[config.mk]
export PLATFORM = sky130hd
export DESIGN_NAME = laser_scan_sched
export DESIGN_NICKNAME = d
export VERILOG_FILES = /design/src/rtl/laser_scan_sched.sv
export SDC_FILE = /design/constraint.sdc
export NUM_CORES = 1
export LEC_CHECK = 0
export ABC_AREA = 1
export ABC_CLOCK_PERIOD_IN_PS = 3960
export BUFFER_PORTS_ARGS = -buffer_cell sky130_fd_sc_hd__clkbuf_2
export CAP_MARGIN = 20
export CORE_MARGIN = 8
export CORE_UTILIZATION = 45
export CTS_CLUSTER_SIZE = 16
export DETAILED_ROUTE_END_ITERATION = 6
export GPL_TIMING_DRIVEN = 0
export MAX_ROUTING_LAYER = met4
export SLEW_MARGIN = 0
export SYNTH_ARGS = -nofsm -noshare
export SYNTH_HDL_FRONTEND = slang
export SYNTH_SLANG_ARGS = --single-unit
[constraint.sdc]
create_clock -name CLK -period 3.96 [get_ports CLK]
set_input_delay 0.198 -clock CLK [delete_from_list [all_inputs] [get_ports CLK]]
set_output_delay 0.198 -clock CLK [all_outputs]
set_load 0.01 [all_outputs]
[src/rtl/laser_scan_sched.sv]
// Scan sequencer for the circle-coverage scoring engine: alternating C1/C2 full-grid passes,
// best-centre tracking, per-pass shade commit and a convergence check per iteration.
module laser_scan_sched #(
   parameter int unsigned GRID_W   = 4,
   parameter int unsigned SCORE_W  = 6,
   parameter int unsigned MAX_ITER = 8
) (
   input  logic               CLK,
   input  logic               RST,
   input  logic               start,
   output logic               busy,
   output logic               done,
   output logic               eng_req,
   output logic [GRID_W-1:0]  eng_cx,
   output logic [GRID_W-1:0]  eng_cy,
   output logic               eng_pass,
   input  logic               eng_ack,
   input  logic [SCORE_W-1:0] eng_score,
   output logic               eng_commit,
   output logic [GRID_W-1:0]  C1X,
   output logic [GRID_W-1:0]  C1Y,
   output logic [GRID_W-1:0]  C2X,
   output logic [GRID_W-1:0]  C2Y,
   output logic [3:0]         iter_cnt
);

   typedef enum logic [2:0] {IDLE, SCAN1, COMMIT1, SCAN2, COMMIT2, CHECK, FIN} state_t;

   localparam logic [3:0]          ITER_CAP = 4'(MAX_ITER);
   localparam logic [2*GRID_W-1:0] POS_ONE  = {{(2*GRID_W-1){1'b0}}, 1'b1};

   state_t              state;
   logic [SCORE_W-1:0]  best_score;
   logic [GRID_W-1:0]   b1x, b1y, b2x, b2y;
   logic [GRID_W-1:0]   p1x, p1y, p2x, p2y;
   logic                in_scan, take, better, last_cand, converged;
   logic [GRID_W-1:0]   win_x, win_y;
   logic [2*GRID_W-1:0] pos_next;
   logic [3:0]          iter_next;

   // win_x/win_y fold the final candidate's score in, so the commit sees the true pass winner
   always_comb begin
      in_scan   = (state == SCAN1) || (state == SCAN2);
      take      = in_scan && eng_ack;
      better    = take && (eng_score > best_score);
      last_cand = (eng_cx == '1) && (eng_cy == '1);
      pos_next  = {eng_cy, eng_cx} + POS_ONE;
      win_x     = better ? eng_cx : ((state == SCAN1) ? b1x : b2x);
      win_y     = better ? eng_cy : ((state == SCAN1) ? b1y : b2y);
      iter_next = (iter_cnt < ITER_CAP) ? iter_cnt + 4'd1 : iter_cnt;
      converged = ({b1x, b1y, b2x, b2y} == {p1x, p1y, p2x, p2y});
   end

   always_ff @(posedge CLK) begin
      if (RST) begin
         state      <= IDLE;
         busy       <= 1'b0;
         done       <= 1'b0;
         eng_req    <= 1'b0;
         eng_cx     <= '0;
         eng_cy     <= '0;
         eng_pass   <= 1'b0;
         eng_commit <= 1'b0;
         C1X        <= '0;
         C1Y        <= '0;
         C2X        <= '0;
         C2Y        <= '0;
         iter_cnt   <= '0;
         best_score <= '0;
         {b1x, b1y, b2x, b2y} <= '0;
         {p1x, p1y, p2x, p2y} <= '0;
      end else begin
         done       <= 1'b0;
         eng_commit <= 1'b0;
         case (state)
            IDLE: begin
               if (start) begin
                  state      <= SCAN1;
                  busy       <= 1'b1;
                  iter_cnt   <= '0;
                  {p1x, p1y, p2x, p2y} <= '0;
                  eng_req    <= 1'b1;
                  eng_cx     <= '0;
                  eng_cy     <= '0;
                  eng_pass   <= 1'b0;
                  best_score <= '0;
                  {b1x, b1y} <= '0;
               end
            end
            SCAN1, SCAN2: begin
               if (take) begin
                  if (better) begin
                     best_score <= eng_score;
                     if (state == SCAN1) {b1x, b1y} <= {eng_cx, eng_cy};
                     else                {b2x, b2y} <= {eng_cx, eng_cy};
                  end
                  if (last_cand) begin
                     state      <= (state == SCAN1) ? COMMIT1 : COMMIT2;
                     eng_req    <= 1'b0;
                     eng_commit <= 1'b1;
                     eng_cx     <= win_x;
                     eng_cy     <= win_y;
                  end else begin
                     {eng_cy, eng_cx} <= pos_next;
                  end
               end
            end
            COMMIT1: begin
               state      <= SCAN2;
               eng_req    <= 1'b1;
               eng_cx     <= '0;
               eng_cy     <= '0;
               eng_pass   <= 1'b1;
               best_score <= '0;
               {b2x, b2y} <= '0;
            end
            COMMIT2: state <= CHECK;
            CHECK: begin
               iter_cnt <= iter_next;
               if (converged || (iter_next >= ITER_CAP)) begin
                  state <= FIN;
                  done  <= 1'b1;
                  C1X   <= b1x;
                  C1Y   <= b1y;
                  C2X   <= b2x;
                  C2Y   <= b2y;
               end else begin
                  state      <= SCAN1;
                  {p1x, p1y, p2x, p2y} <= {b1x, b1y, b2x, b2y};
                  eng_req    <= 1'b1;
                  eng_cx     <= '0;
                  eng_cy     <= '0;
                  eng_pass   <= 1'b0;
                  best_score <= '0;
                  {b1x, b1y} <= '0;
               end
            end
            FIN: begin
               busy  <= 1'b0;
               state <= IDLE;
            end
            default: state <= IDLE;
         endcase
      end
   end

endmodule

==> results.cfg, run 1 <==
[critical_path]
path_buf_inv = 1
critical_path_class = reg -> reg
slowest_delay_ps = 480
cp-start-kind = flip-flop
arrival_ps = 2490
required_ps = 4250
endpoint_kind = flip-flop
cp_num_cells = 8
reg2regPathDepth = 8
crit_family = simple AND/OR/NAND/NOR gates
slowest_stage = dfxtp_1
cp_max_fo = 9
path_cells = ha_1, nand3_1, nor2_2, inv_2, a21oi_2, nand2_1, nand3b_1, a21oi_1

[final_layout]
nNetsFinal = 692
n_antenna_cell = 0
final_layout_size_suffix_gt1_share_pct = 12.54
fin_cells = 786
finish.instance_area_um2 = 4498
fillers = 924
syn2layout_area_growth_pct = 14.56
final_util_pct = 52.34

[sta]
worstMarginPinSlew_ps = 782.5
setup_viol = 0
rsz0062_at_grt = false
fin_skew_ps = 9.882
relSlewSlack_pct = 47.83
finalMaxSlewViolations = 0
holdWs_ps = 122.9
max_clock_freq_ghz = 0.4535
tns_ps = 0
hold_viol = 0
postLayoutSetupSlackWorst_ps = 1755
finalCriticalPeriod_ps = 2205
fin_crit_sh_pct = 55.69

[cts]
clkSinkCount = 74
numCtsBuffers = 9
post_cts_buffers = 0
clock_path_buffers = 2
cts_resized = 0
cts_hold_buf = 0
clk_latency_ps = 360
cts.clk_slew.worst_paths_ps = 80
h-tree-depth = 3
cts-root-buf = clkbuf_8
tritoncts = yes

[logic_synthesis]
ys_warn_count = 0
synth_cell_types = 28
netlist_area_um2 = 3926
ys_seq_elements = 74
synth_fp_nets = 640
synth_area_per_cell_um2 = 6.312
synth_cells = 622
seq_area_frac_synth_pct = 37.73

[place]
dp.cells = 771
dpl_worst_slack_ps = 1791
io_buffers = 41
gp_congestion = 0.9063
hpwl_mm = 8.303
postPlaceCellArea_um2 = 4267

[die]
start_util_pct = 45.69
pin_count = 43
rows = 34
core-area_um2 = 8593
dieArea_um2 = 11970
die_w_um = 109.4
die_height_um = 109.4

[routing]
vias = 4004
first_iter_violations = 183
drt_wl_total_mm = 11.12
drc = 0
dr.pass1.iters = 7
ant_nets = 0
via_per_inst = 5.094
wl_per_cell_um = 14.15

[global_route]
grt_overflow = 0
antenna_found_initial = 0
grt_pass1_vias = 3617
grt_use_total_pct = 19.96
grt_pass1_wl_mm = 18.09
grt_max_degree = 13

[pwr]
p_leak_nw = 2.208
power_frac_comb_pct = 44.6
switching_share_pct = 43.12
clockPowerShare_pct = 22.2
power_frac_seq_pct = 33.1
p_int_mw = 1.822
total_power_mw = 3.203
powerDensity_nw_per_um2 = 712.0
vdd_drop_max_v = 0.0002619
p_sw_mw = 1.381

[hold_path]
min_path_cells = 3
hp-class = in -> reg

[job]
cap_violations = 0

[run_status]
status = completed
==> cells by family (layout without fill, tap and decap cells) <==
family | count (synthesis) | after routing | share of synthesized area, %
and+or+nand+nor | 341 | 341 | 36.90
buffers and inverters | 119 | 175 | 11.73
AOI/OAI and AO/OA | 79 | 79 | 10.87
DFF | 74 | 74 | 37.73
adders and majority gates | 8 | 8 | 2.549
xor gates and xnor gates | 1 | 1 | 0.2231
==> layout by cell type, fill, tap and decap left out, drive strengths merged <==
| cell | instances |
|---|---|
| inv | 90 |
| nand2 | 206 |
| nand3b | 2 |
| dfxtp | 74 |
| clkinv | 6 |
| o21bai | 1 |
| nor3 | 3 |
| o211ai | 3 |
| or2 | 1 |
| buf | 12 |
| ha | 8 |
| a211oi | 1 |
| clkbuf | 64 |
| xnor2 | 1 |
| a21oi | 41 |
| nor2 | 59 |
| bufinv | 3 |
| nand3 | 45 |
| o21ai | 33 |
| nand4 | 25 |
==> flip-flops by register name (all words and copies together) (netlist names), 4 cells and up <==
name	cells
p1x	4
eng_cx	4
C1Y	4
C1X	4
eng_cy	4
p2y	4
b1x	4
p2x	4
b1y	4
b2y	4
best_score	6
C2Y	4
C2X	4
b2x	4
iter_cnt	4
p1y	4
==> worst register-to-register path, cell delays in order, from the launching register on <==
cell      delay (ps)
dfxtp_1          480
ha_1             250
nand3_1          180
nor2_2           410
inv_2            190
a21oi_2          270
nand2_1           70
nand3b_1         160
a21oi_1          120
==> area by class of cell <==
cell class              count  area, µm²  share of cell area (%)
well taps                 108      135.1                   3.004
clock inverters             5      103.9                   2.309
multi-input cells         429       1984                   44.12
clock buffers              10      127.6                   2.837
flip-flops and latches     74       1481                   32.93
plain buffers              25      107.6                   2.392
inverters                  94      352.8                   7.844
repair buffers             41      205.2                   4.562
==> power groups by stage <==
stage | clock [mW] | sequential [mW] | combinational [mW]
after floorplan | 0 | 1.05 | 1.08
after global placement | 0 | 1.07 | 1.40
after detailed placement | 0 | 1.08 | 1.42
after CTS | 0.719 | 1.06 | 1.43
after global routing | 0.751 | 1.08 | 1.65
final | 0.712 | 1.06 | 1.43
==> Yosys cell counts, drive strengths merged <==
library cell / n / area (µm²)
nor2: 59 / 240.2
o21bai: 1 / 7.510
buf: 12 / 58.80
a211oi: 1 / 7.510
or2: 1 / 6.260
nand3b: 2 / 15.01
nand3: 45 / 240.2
clkbuf: 13 / 48.80
a21oi: 41 / 224.0
dfxtp: 74 / 1481
xnor2: 1 / 8.760
inv: 90 / 337.8
o21ai: 33 / 165.2
nand2: 206 / 775.8
clkinv: 4 / 15.01
o211ai: 3 / 22.52
nand4: 25 / 156.4
ha: 8 / 100.1
nor3: 3 / 15.01
==> path summary, 6_finish.rpt <==
| kind | from | to | slack (ps) |
|---|---|---|---|
| hold / removal | eng_ack | eng_commit | 120 |
| setup / recovery | eng_cx[0] | state[0] | 1750 |
| setup reg to reg | eng_cx[0] | state[0] | 1750 |
| hold reg to reg | eng_pass | eng_pass | 460 |
==> layer usage <==
layer | track usage [%] | up-vias | routed length, µm
met5 | - | - | 0
met1 | 25.32 | 1810 | 5189
met2 | 30.71 | 113 | 5097
li1 | - | 2063 | -
met3 | 2.989 | 18 | 544
met4 | 9.065 | 0 | 289
No activity file was read; power rests on OpenSTA's default activity.
==> run 2, diff against run 1 <==
ABC_AREA = 0   (was 1)
ABC_CLOCK_PERIOD_IN_PS = 2200   (was 3960)
clock period = 2.2 ns   (was 3.96 ns; I/O delays follow)
==> results.cfg, run 2 <==
[die]
dieArea_um2 = 10990
pin_count = 43
start_util_pct = 46.21
core-area_um2 = 7687
die_height_um = 104.8
rows = 32
die_w_um = 104.8

[logic_synthesis]
synth_area_per_cell_um2 = 8.358
synth_top_family_by_area = simple AND/OR/NAND/NOR gates
yosys.area_share.xor_xnor_pct = 4.192
yosysMostFrequentCell = dfxtp_1
synth_top_cell_by_area = dfxtp_1
ys_warn_count = 0
ys_seq_elements = 74
synthSimpleGateAreaFrac_pct = 20.82
synth_compound_area_share_pct = 18.88
synth_cells = 425
synthArstFlopShare_pct = 0
synth.top_cells.by_area = dfxtp_1 42%, mux2i_1 6.2%, a21oi_1 5.4%
synth_ff_type = dfxtp_1
netlist_area_um2 = 3552
yosysTopAreaCellShare_pct = 41.70
seq_area_frac_synth_pct = 41.70
synth_edf_count = 0
synth_commonest_cells = 74 x dfxtp_1, 49 x nand2_1, 39 x nor2_1, 38 x a21oi_1, 22 x mux2i_1
synth_fp_nets = 443
synthMuxAreaShare_pct = 6.833
synth_cell_types = 46
synth_fa_ha_area_share_pct = 2.818

[pwr]
vdd_drop_max_v = 0.0004398
powerDensity_nw_per_um2 = 799.2
p_leak_nw = 1.666
total_power_mw = 3.607

[job]
cap_violations = 0

[critical_path]
reg2regPathDepth = 8
arrival_ps = 2420
cp-start-kind = flip-flop
slowest_delay_ps = 530
required_ps = 2470
critical_path_class = reg -> reg
slowest_stage = or4_1
cp_max_fo = 10
endpoint_kind = flip-flop
worst_path_most_repeated_cell = buf_6
path_cells = inv_1, or3_4, buf_6, nor3_4, buf_6, a21oi_2, or4_1, a21oi_1

[final_layout]
final_layout_size_suffix_gt1_share_pct = 26.46
final_cell_mix = 57 x dfxtp_1, 48 x nand2_1, 41 x clkbuf_2
regMostFlops = best_score
largest_reg_flops = 6
final_util_pct = 58.71
n_antenna_cell = 0
nNetsFinal = 508
syn2layout_area_growth_pct = 27.05
layout_commonest_cell = dfxtp_1
fin_cells = 597
fillers = 759

[sta]
max_clock_freq_ghz = 0.4663
finalCriticalPeriod_ps = 2144
fin_crit_sh_pct = 97.47
relSlewSlack_pct = 56.05
worstMarginPinSlew_ps = 659.3
fin_skew_ps = 5.361
finalMaxSlewViolations = 0
hold_viol = 0
setup_viol = 0

[place]
dp.cells = 569
hpwl_mm = 7.401
io_buffers = 41
gp_congestion = 0.9323

[routing]
drt_wl_total_mm = 10.49
vias = 3412
ant_nets = 0
dr.pass1.iters = 5
drc = 0
first_iter_violations = 315
wl_per_cell_um = 17.56
via_per_inst = 5.715

[hold_path]
min_path_cells = 3
hp-class = in -> reg

[cts]
clock_path_buffers = 2
numCtsBuffers = 9
h-tree-depth = 3
cts.clk_slew.worst_paths_ps = 80
tritoncts = yes
cts-root-buf = clkbuf_8
clkSinkCount = 74
clk_latency_ps = 350

[global_route]
antenna_found_initial = 0
grt_pass1_wl_mm = 16.86
grt_overflow = 0
grt_use_total_pct = 19.30
grt_max_degree = 14
grt_pass1_vias = 3343

[run_status]
status = completed
==> run 2: path summary, 6_finish.rpt <==
kind | from | endpoint | slack, ps
setup / recovery | state[2] | eng_cx[1] | 60
hold / removal | eng_ack | state[0] | 120
setup reg to reg | state[2] | eng_cx[1] | 60
hold reg to reg | p1y[2] | p1y[2] | 470
==> run 2: cell families after synthesis <==
family          count (synthesis)
flops                          74
mux                            24
fa+ha+maj                       8
buf+inv                        42
compound gates                105
simple gates                  155
xor+xnor                       17
==> run 2: critical path, delay by kind of cell (launching register included) <==
family | cells | cell delay (ps)
simple gates | 3 | 1100
compound gates | 2 | 220
buf+inv | 3 | 400
flops | 1 | 340
==> run 2: metal layers <==
layer | global-route usage, % | part of all wire (%) | vias up
met1 | 24.15 | 46 | 1609
met2 | 30.00 | 46 | 140
met3 | 4.177 | 6.4 | 17
met5 | - | 0 | -
li1 | - | - | 1646
met4 | 6.830 | 1.4 | 0
==> run 2: what timing repair did <==
action                                  4_1_cts  5_1_grt
endpoints found under the hold margin         6        0
pin swaps                                     4       11
resized for setup                            19       59
hold buffers                                  6        0
buffers inserted                              8        4
cloned                                        0        1
endpoints found under the setup margin       63       63
==> run 2: cell type report <==
| cell class | count | area, µm² | area share [%] |
|---|---|---|---|
| clock buffer | 10 | 137.6 | 3.050 |
| tap | 102 | 127.6 | 2.828 |
| inverter | 19 | 71.32 | 1.580 |
| timing repair buffer | 58 | 380.4 | 8.428 |
| multi-input combinational | 309 | 2113 | 46.83 |
| clock inverter | 6 | 63.81 | 1.414 |
| sequential | 74 | 1513 | 33.52 |
| buffer | 19 | 106.4 | 2.357 |
==> run 2: metrics by stage <==
step                hold slack (ps)  instance area, µm²  setup TNS [ps]  setup slack [ps]
finish                        121.9                4513               0             55.57
global route                  144.6                4513          -352.9            -34.29
CTS                           130.4                4277               0            0.2824
detailed placement            349.2                3890          -19660            -597.2
global placement              342.9                3885          -18370            -551.1
floorplan                     235.8                3552               0             57.12
==> run 2: report_power, final <==
group          switching [mW]  internal, mW  total (mW)
sequential             0.0539          1.40        1.45
combinational           0.673         0.389        1.06
clock                   0.540         0.555        1.09
total                    1.27          2.34        3.61
